**config.mk**
```make
export PLATFORM = sky130hd
export DESIGN_NAME = ntt_address_unit_param_flat
export DESIGN_NICKNAME = d
export VERILOG_FILES = /design/src/rtl/ntt_address_unit_param_if.sv /design/src/rtl/ntt_address_unit_param.sv /design/src/flat_wrapper.sv
export SDC_FILE = /design/constraint.sdc
export NUM_CORES = 1
export LEC_CHECK = 0
export CAP_MARGIN = 20
export CORE_UTILIZATION = 35
export DETAILED_ROUTE_END_ITERATION = 8
export MAX_ROUTING_LAYER = met4
export REMOVE_ABC_BUFFERS = 1
export SYNTH_ARGS = -nofsm -noshare
export SYNTH_HDL_FRONTEND = slang
export SYNTH_SLANG_ARGS = --single-unit
```
**constraint.sdc**
```tcl
create_clock -name clk -period 6.15 [get_ports clk]
set_input_delay 0.615 -clock clk [delete_from_list [all_inputs] [get_ports clk]]
set_output_delay 0.615 -clock clk [all_outputs]
set_load 0.01 [all_outputs]
```
**src/rtl/ntt_address_unit_param_if.sv**
```systemverilog
// Handshake/address bundle between the NTT controller and the parametrised address unit.
// The slave modport is the address unit's view of the bus.
interface ntt_address_unit_param_if #(
  parameter int LOG_N = 5
);
  logic                    start;
  logic                    inverse;
  logic                    stall;
  logic                    busy;
  logic                    done;
  logic [3:0]              stage_o;
  logic [LOG_N-2:0]        j_o;
  logic                    update_m;
  logic                    update_omega;
  logic                    rd_valid;
  logic [LOG_N-1:0]        raddr1_o;
  logic [LOG_N-1:0]        raddr2_o;
  logic                    wr_valid;
  logic [LOG_N-1:0]        waddr1_o;
  logic [LOG_N-1:0]        waddr2_o;
  logic [(1<<LOG_N)-1:0]   we_o;

  modport master (
    output start, inverse, stall,
    input  busy, done, stage_o, j_o, update_m, update_omega,
    input  rd_valid, raddr1_o, raddr2_o, wr_valid, waddr1_o, waddr2_o, we_o
  );

  modport slave (
    input  start, inverse, stall,
    output busy, done, stage_o, j_o, update_m, update_omega,
    output rd_valid, raddr1_o, raddr2_o, wr_valid, waddr1_o, waddr2_o, we_o
  );
endinterface

```
**src/rtl/ntt_address_unit_param.sv**
```systemverilog
// Radix-2 in-place NTT/INTT butterfly address generator for N = 2**LOG_N points,
// with stall back-pressure and a BF_LAT-deep write-address delay line.
module ntt_address_unit_param #(
  parameter int LOG_N  = 5,
  parameter int BF_LAT = 1
) (
  input  logic                    clk,
  input  logic                    rst_n,
  ntt_address_unit_param_if.slave bus
);
  localparam int                N          = 1 << LOG_N;
  localparam logic [LOG_N:0]    M_TWO      = (LOG_N+1)'(2);
  localparam logic [LOG_N:0]    M_FULL     = (LOG_N+1)'(N);
  localparam logic [LOG_N-1:0]  ADDR_ONE   = LOG_N'(1);
  localparam logic [LOG_N-2:0]  J_ONE      = (LOG_N-1)'(1);
  localparam logic [3:0]        LAST_STAGE = 4'(LOG_N - 1);

  typedef enum logic [1:0] {IDLE, CONF, RND, DRAIN} state_t;

  state_t            state_q, state_d;
  logic              inverse_q, inverse_d;
  logic [LOG_N:0]    m_q, m_d;
  logic [LOG_N-2:0]  j_q, j_d;
  logic [LOG_N-1:0]  k_q, k_d;
  logic [3:0]        stage_q, stage_d;
  logic              rd_valid_q, rd_valid_d;
  logic [LOG_N-1:0]  raddr1_q, raddr1_d;
  logic [LOG_N-1:0]  raddr2_q, raddr2_d;
  logic              update_m_q, update_m_d;
  logic              update_omega_q, update_omega_d;
  logic              done_q, done_d;
  logic [BF_LAT-1:0] dl_valid_q, dl_valid_d;
  logic [LOG_N-1:0]  dl_a1_q [BF_LAT];
  logic [LOG_N-1:0]  dl_a1_d [BF_LAT];
  logic [LOG_N-1:0]  dl_a2_q [BF_LAT];
  logic [LOG_N-1:0]  dl_a2_d [BF_LAT];

  logic [LOG_N-1:0]  half, a1, a2;
  logic [LOG_N:0]    k_sum;
  logic              k_last, j_last, last_bf, issue, pending;
  logic [N-1:0]      we;

  assign half    = m_q[LOG_N:1];
  assign a1      = k_q + {1'b0, j_q};
  assign a2      = a1 + half;
  assign k_sum   = {1'b0, k_q} + m_q;
  assign k_last  = (k_sum == M_FULL);
  assign j_last  = ({1'b0, j_q} == half - ADDR_ONE);
  assign last_bf = k_last && j_last && (stage_q == LAST_STAGE);
  assign issue   = (state_q == RND) && !bus.stall;

  always_comb begin
    state_d        = state_q;
    inverse_d      = inverse_q;
    m_d            = m_q;
    j_d            = j_q;
    k_d            = k_q;
    stage_d        = stage_q;
    rd_valid_d     = issue;
    raddr1_d       = raddr1_q;
    raddr2_d       = raddr2_q;
    update_m_d     = 1'b0;
    update_omega_d = 1'b0;
    done_d         = 1'b0;
    case (state_q)
      IDLE: begin
        if (bus.start) begin
          inverse_d = bus.inverse;
          state_d   = CONF;
        end
      end
      CONF: begin
        m_d     = inverse_q ? M_FULL : M_TWO;
        j_d     = '0;
        k_d     = '0;
        stage_d = '0;
        state_d = RND;
      end
      RND: begin
        // Pulses ride with the pair they belong to; the very first group's omega comes from the m reload.
        if (issue) begin
          raddr1_d       = a1;
          raddr2_d       = a2;
          update_m_d     = (j_q == '0) && (k_q == '0);
          update_omega_d = (k_q == '0) && !((stage_q == 4'd0) && (j_q == '0));
          if (last_bf) begin
            state_d = DRAIN;
          end else if (!k_last) begin
            k_d = k_sum[LOG_N-1:0];
          end else begin
            k_d = '0;
            if (!j_last) begin
              j_d = j_q + J_ONE;
            end else begin
              j_d     = '0;
              m_d     = inverse_q ? (m_q >> 1) : (m_q << 1);
              stage_d = stage_q + 4'd1;
            end
          end
        end
      end
      DRAIN: begin
        if (!pending) begin
          state_d = IDLE;
          done_d  = 1'b1;
        end
      end
      default: state_d = IDLE;
    endcase
  end

  // Invalid slots carry zero addresses so the write side reads 0 during bubbles.
  always_comb begin
    dl_valid_d[0] = rd_valid_q;
    dl_a1_d[0]    = rd_valid_q ? raddr1_q : '0;
    dl_a2_d[0]    = rd_valid_q ? raddr2_q : '0;
    for (int i = 1; i < BF_LAT; i++) begin
      dl_valid_d[i] = dl_valid_q[i-1];
      dl_a1_d[i]    = dl_a1_q[i-1];
      dl_a2_d[i]    = dl_a2_q[i-1];
    end
    pending = rd_valid_q;
    for (int i = 0; i < BF_LAT - 1; i++) begin
      pending = pending | dl_valid_q[i];
    end
  end

  always_ff @(posedge clk or negedge rst_n) begin
    if (!rst_n) begin
      state_q        <= IDLE;
      inverse_q      <= 1'b0;
      m_q            <= M_TWO;
      j_q            <= '0;
      k_q            <= '0;
      stage_q        <= '0;
      rd_valid_q     <= 1'b0;
      raddr1_q       <= '0;
      raddr2_q       <= '0;
      update_m_q     <= 1'b0;
      update_omega_q <= 1'b0;
      done_q         <= 1'b0;
      dl_valid_q     <= '0;
      for (int i = 0; i < BF_LAT; i++) begin
        dl_a1_q[i] <= '0;
        dl_a2_q[i] <= '0;
      end
    end else begin
      state_q        <= state_d;
      inverse_q      <= inverse_d;
      m_q            <= m_d;
      j_q            <= j_d;
      k_q            <= k_d;
      stage_q        <= stage_d;
      rd_valid_q     <= rd_valid_d;
      raddr1_q       <= raddr1_d;
      raddr2_q       <= raddr2_d;
      update_m_q     <= update_m_d;
      update_omega_q <= update_omega_d;
      done_q         <= done_d;
      dl_valid_q     <= dl_valid_d;
      for (int i = 0; i < BF_LAT; i++) begin
        dl_a1_q[i] <= dl_a1_d[i];
        dl_a2_q[i] <= dl_a2_d[i];
      end
    end
  end

  always_comb begin
    we = '0;
    if (dl_valid_q[BF_LAT-1]) begin
      we[dl_a1_q[BF_LAT-1]] = 1'b1;
      we[dl_a2_q[BF_LAT-1]] = 1'b1;
    end
  end

  assign bus.busy         = (state_q != IDLE);
  assign bus.done         = done_q;
  assign bus.stage_o      = stage_q;
  assign bus.j_o          = j_q;
  assign bus.update_m     = update_m_q;
  assign bus.update_omega = update_omega_q;
  assign bus.rd_valid     = rd_valid_q;
  assign bus.raddr1_o     = raddr1_q;
  assign bus.raddr2_o     = raddr2_q;
  assign bus.wr_valid     = dl_valid_q[BF_LAT-1];
  assign bus.waddr1_o     = dl_a1_q[BF_LAT-1];
  assign bus.waddr2_o     = dl_a2_q[BF_LAT-1];
  assign bus.we_o         = we;
endmodule

```
**src/flat_wrapper.sv**
```systemverilog
// flat-port wrapper written by rule: the top's interface ports become plain ports
module ntt_address_unit_param_flat 
#(
  parameter int LOG_N  = 5,
  parameter int BF_LAT = 1
)
  (clk, rst_n, bus_start, bus_inverse, bus_stall, bus_busy, bus_done, bus_stage_o, bus_j_o, bus_update_m, bus_update_omega, bus_rd_valid, bus_raddr1_o, bus_raddr2_o, bus_wr_valid, bus_waddr1_o, bus_waddr2_o, bus_we_o);
  ntt_address_unit_param_if #(.LOG_N(LOG_N)) bus_i ();
  input  logic clk;
  input  logic rst_n;
  input wire logic [$bits(bus_i.start)-1:0] bus_start;
  input wire logic [$bits(bus_i.inverse)-1:0] bus_inverse;
  input wire logic [$bits(bus_i.stall)-1:0] bus_stall;
  output wire logic [$bits(bus_i.busy)-1:0] bus_busy;
  output wire logic [$bits(bus_i.done)-1:0] bus_done;
  output wire logic [$bits(bus_i.stage_o)-1:0] bus_stage_o;
  output wire logic [$bits(bus_i.j_o)-1:0] bus_j_o;
  output wire logic [$bits(bus_i.update_m)-1:0] bus_update_m;
  output wire logic [$bits(bus_i.update_omega)-1:0] bus_update_omega;
  output wire logic [$bits(bus_i.rd_valid)-1:0] bus_rd_valid;
  output wire logic [$bits(bus_i.raddr1_o)-1:0] bus_raddr1_o;
  output wire logic [$bits(bus_i.raddr2_o)-1:0] bus_raddr2_o;
  output wire logic [$bits(bus_i.wr_valid)-1:0] bus_wr_valid;
  output wire logic [$bits(bus_i.waddr1_o)-1:0] bus_waddr1_o;
  output wire logic [$bits(bus_i.waddr2_o)-1:0] bus_waddr2_o;
  output wire logic [$bits(bus_i.we_o)-1:0] bus_we_o;
  assign bus_i.start = bus_start;
  assign bus_i.inverse = bus_inverse;
  assign bus_i.stall = bus_stall;
  assign bus_busy = bus_i.busy;
  assign bus_done = bus_i.done;
  assign bus_stage_o = bus_i.stage_o;
  assign bus_j_o = bus_i.j_o;
  assign bus_update_m = bus_i.update_m;
  assign bus_update_omega = bus_i.update_omega;
  assign bus_rd_valid = bus_i.rd_valid;
  assign bus_raddr1_o = bus_i.raddr1_o;
  assign bus_raddr2_o = bus_i.raddr2_o;
  assign bus_wr_valid = bus_i.wr_valid;
  assign bus_waddr1_o = bus_i.waddr1_o;
  assign bus_waddr2_o = bus_i.waddr2_o;
  assign bus_we_o = bus_i.we_o;
  ntt_address_unit_param #(.LOG_N(LOG_N), .BF_LAT(BF_LAT)) u_core (.clk(clk), .rst_n(rst_n), .bus(bus_i));
endmodule
```
==> out/results.md <==
- Die Ht: 101.0 um
- clock transition at the registers of the reported paths: 100 ps
- post-synthesis share of cell area spent on full adders, half adders and majority gates: 10.13%
- Post-Route Hold Slack: 244.2 ps
- die area: 0.01021 mm^2
- number of cell rows: 35
- parity-gate share of the synthesized area counting xor and xnor cells: 3.318%
- worst reg2reg endpoint: u_core.bus.j_o[2]$_DFFE_PN0P_
- category of the worst setup path launch point: register
- critical path's top delay family: simple AND/OR/NAND/NOR gates
- Root Buffer: clkbuf_8
- largest net degree at the start of global routing: 48
- cell area after layout: 0.004343 mm^2
- number of search-and-repair iterations in the first detailed-routing pass: 5
- count of final hold-check violations: 0
- fraction of layout cells with a size suffix above 1: 6.236%
- all-layer global routing usage: 18.98%
- final-report setup violation count: 0
- number of diodes: 0
- sequential cell area fraction in the yosys report: 34.31%
- slowest cell delay on critical path: 630 ps
- mux cell area share after synthesis: 2.406%
- top achievable clock speed: 0.3295 GHz
- final weighted congestion in routability-driven placement: 0.9609
- setup TNS: 0 ps
- worst setup slack for register-to-register paths: 3110 ps
- Initial Util: 36.62%
- max_slew headroom: 49.66%
- Post-DP HPWL: 6741 um
- number of buffers created by CTS: 5
- largest buffer count on any clock path: 2
- largest family of logic cells by synthesized area: simple AND/OR/NAND/NOR gates
- Min-Delay Path Class: input pin to async pin
- post_cts resized: 0
- Tcrit/Tclk final: 49.35%
- total of hold buffers inserted after clock tree synthesis: 0
- total power consumption of the routed design: 1.345 mW
- clock sinks: 47
- post-CTS setup repair buffer count: 0
- via count of the first global-routing pass: 2,984
- worst path bufs/invs: 0
- wire per inst: 15.72 um
- clock skew: 13.18 ps
- flops & latches, synth: 47
- I/O pins: 71
- compound-cell area share of the yosys netlist: 19.18%
- final worst slack: 3115 ps
- Vias/cell: 5.439
- clock latency of the later-clocked register in the worst-skew pair: 310 ps
- type of the setup path with the least slack: register to register
- first-pass GRT wire length: 14,880 um
- crit-path max FO: 12
- most used flip-flop cell after synthesis: dfrtp_1
- Avg Inst Size Synth: 8.823 um^2
- number of distinct standard cells referenced by the synthesized netlist: 62
- cell area after placement: 0.004202 mm^2
- total DRC errors in the routed layout: 0
- destination of the critical timing path: u_core.bus.j_o[2]$_DFFE_PN0P_
- buffers added on ports: 70
- Power Density: 309.8 mW/mm^2
- share of async-settable or async-resettable flops after synthesis: 100.0%
- transition time at the pin with the least slew margin: 752.3 ps
- area of the mapped netlist: 0.003432 mm^2
- count of pins over their slew limit: 0
- Die Span X: 101.0 um
- count of nets left with antenna violations after detail routing: 0
- number of flops mapped to enable cells by yosys: 0
- initial antenna violation count: 0
- total vias in the final route: 3,144
- FF-to-FF Start: u_core.k_q[0]$_DFFE_PN0P_
- fin crit period: 3035 ps
- outcome: finished, final reports clean
- Worst EP arrival: 3280 ps
- CTS H-Tree Depth: 2
- CTS tree: yes
- minimum setup slack after placement: 3188 ps
- maximum vdd drop: 194.1 uV
- count of mapped cells out of synthesis: 389
- depth of the critical timing path with buffers and inverters included: 8
- total of max-cap violations: 0
- aggregate global routing overflow: 0
- cell type of the slowest stage on the worst timing path: nor2_1
- core region area: 0.009371 mm^2
- First DRT Iteration DRCs: 194
- nature of the critical path endpoint: register
- leakage power of the design: 1.834 nW
- beginning of the critical path: u_core.k_q[0]$_DFFE_PN0P_
- warnings from Yosys: 0
- growth of design area from synthesis to finish: 26.54%
- list of cells traversed by the critical path: ha_1, fa_1, xnor2_1, nor3b_1, o221ai_2, nor2_1, and3_1, a221o_1
- worst reg2reg path depth: 8
- unrepaired setup endpoints after global routing: false
- Final nets: 479
- Synth Area in Simple Gates: 26.25%
- Crit path required time: 6390 ps
- detailed-route wire length: 9084 um
==> synth_stat cells (all sizes together), types with 5 or more instances <==
| cell type | n | area [um^2] |
|---|---|---|
| nand2b | 5 | 31.28 |
| a21oi | 10 | 50.05 |
| mux2i | 6 | 60.06 |
| o21ai | 12 | 60.05 |
| xor2 | 5 | 43.79 |
| nand2 | 55 | 206.5 |
| nor3 | 6 | 30.03 |
| dfrtp | 46 | 1151 |
| nor2 | 17 | 66.32 |
| clkbuf | 16 | 60.06 |
| ha | 23 | 287.8 |
| nand3 | 7 | 35.03 |
| and2 | 43 | 269.0 |
| nor4 | 5 | 46.29 |
| o22ai | 33 | 206.5 |
| a31oi | 5 | 31.28 |
| nand3b | 7 | 52.55 |
| inv | 16 | 60.06 |
| xnor2 | 8 | 70.07 |
==> report_power, final <==
group	switching, mW	internal, mW	total, mW
clock	0.111	0.134	0.245
combinational	0.367	0.261	0.628
sequential	0.100	0.373	0.473
==> metrics by stage <==
stage               utilization [%]  cells
global route                  46.34    578
global placement              44.83    569
detailed placement            44.83    569
finish                        46.34    578
CTS                           46.13    577
floorplan                         -    370
==> metal layers <==
metal  global-route usage (%)  part of all wire, %  vias to the layer above
met4                    6.355                  2.0                        0
met1                    24.02                   44                     1479
li1                         -                    -                     1511
met3                    2.427                  5.7                       20
met2                    31.40                   48                      134
met5                        -                    0                        -
==> worst min-delay path by stage <==
stage | start | end | slack, ps | cells past startpoint
after global placement | u_core.bus.raddr2_o[4]$_DFFE_PN0P_ | u_core.bus.raddr2_o[4]$_DFFE_PN0P_ | 470 | 2
after floorplan | rst_n | u_core.bus.done$_DFF_PN0_ | 320 | 0
final | rst_n | u_core.bus.waddr1_o[4]$_DFF_PN0_ | 240 | 1
after global routing | rst_n | u_core.bus.waddr1_o[4]$_DFF_PN0_ | 270 | 1
after detailed placement | u_core.bus.raddr2_o[4]$_DFFE_PN0P_ | u_core.bus.raddr2_o[4]$_DFFE_PN0P_ | 490 | 2
after CTS | u_core.bus.raddr2_o[4]$_DFFE_PN0P_ | u_core.bus.raddr2_o[4]$_DFFE_PN0P_ | 510 | 2
==> logic make-up (layout without fill, tap and decap cells) <==
logic type | Yosys count | count (layout)
compound gates | 92 | 92
xor+xnor | 13 | 13
fa+ha+maj | 26 | 26
buf+inv | 36 | 96
flops | 47 | 47
mux | 8 | 8
simple gates | 167 | 167
==> cell usage in the layout (no fill, tap or decap), types with 3 or more instances in the layout <==
cell / synthesis / final
a21oi_1: 10 / 10
or3b_2: 3 / 3
dfrtp_1: 46 / 46
a31oi_1: 5 / 5
o211ai_1: 3 / 3
nor2b_1: 4 / 4
o21ai_0: 11 / 11
xor2_1: 5 / 5
mux2i_1: 6 / 6
fa_1: 3 / 3
o22ai_1: 33 / 33
clkbuf_8: 0 / 6
o2bb2ai_1: 3 / 3
nor4_1: 4 / 4
xnor2_1: 8 / 8
inv_1: 16 / 16
nor3_1: 6 / 6
clkdlybuf4s50_1: 0 / 69
nand2b_1: 5 / 5
nand3_1: 7 / 7
and3_1: 3 / 3
ha_1: 23 / 23
nand2_1: 55 / 55
a21o_1: 4 / 4
and2_1: 43 / 43
nor2_1: 16 / 16
nand3b_1: 7 / 7
==> flip-flops by register name, indices dropped and copies added, names as in the netlist <==
signal                   count
u_core.bus.done              1
u_core.bus.j_o               4
u_core.bus.raddr1_o          5
u_core.bus.raddr2_o          5
u_core.bus.rd_valid          1
u_core.bus.stage_o           4
u_core.bus.update_m          1
u_core.bus.update_omega      1
u_core.bus.waddr1_o          5
u_core.bus.waddr2_o          5
u_core.bus.wr_valid          1
u_core.inverse_q             1
u_core.k_q                   5
u_core.m_q                   6
u_core.state_q               2
==> final cells by class <==
cell class	instances	area, um^2
well taps	129	161.4
inverters	17	63.81
repair buffers	71	715.7
clock buffers	6	82.58
multi-input cells	306	2103
flip-flops and latches	47	1177
clock inverters	2	38.79
fillers	947	5029
Power figures use the tool's default switching activity.
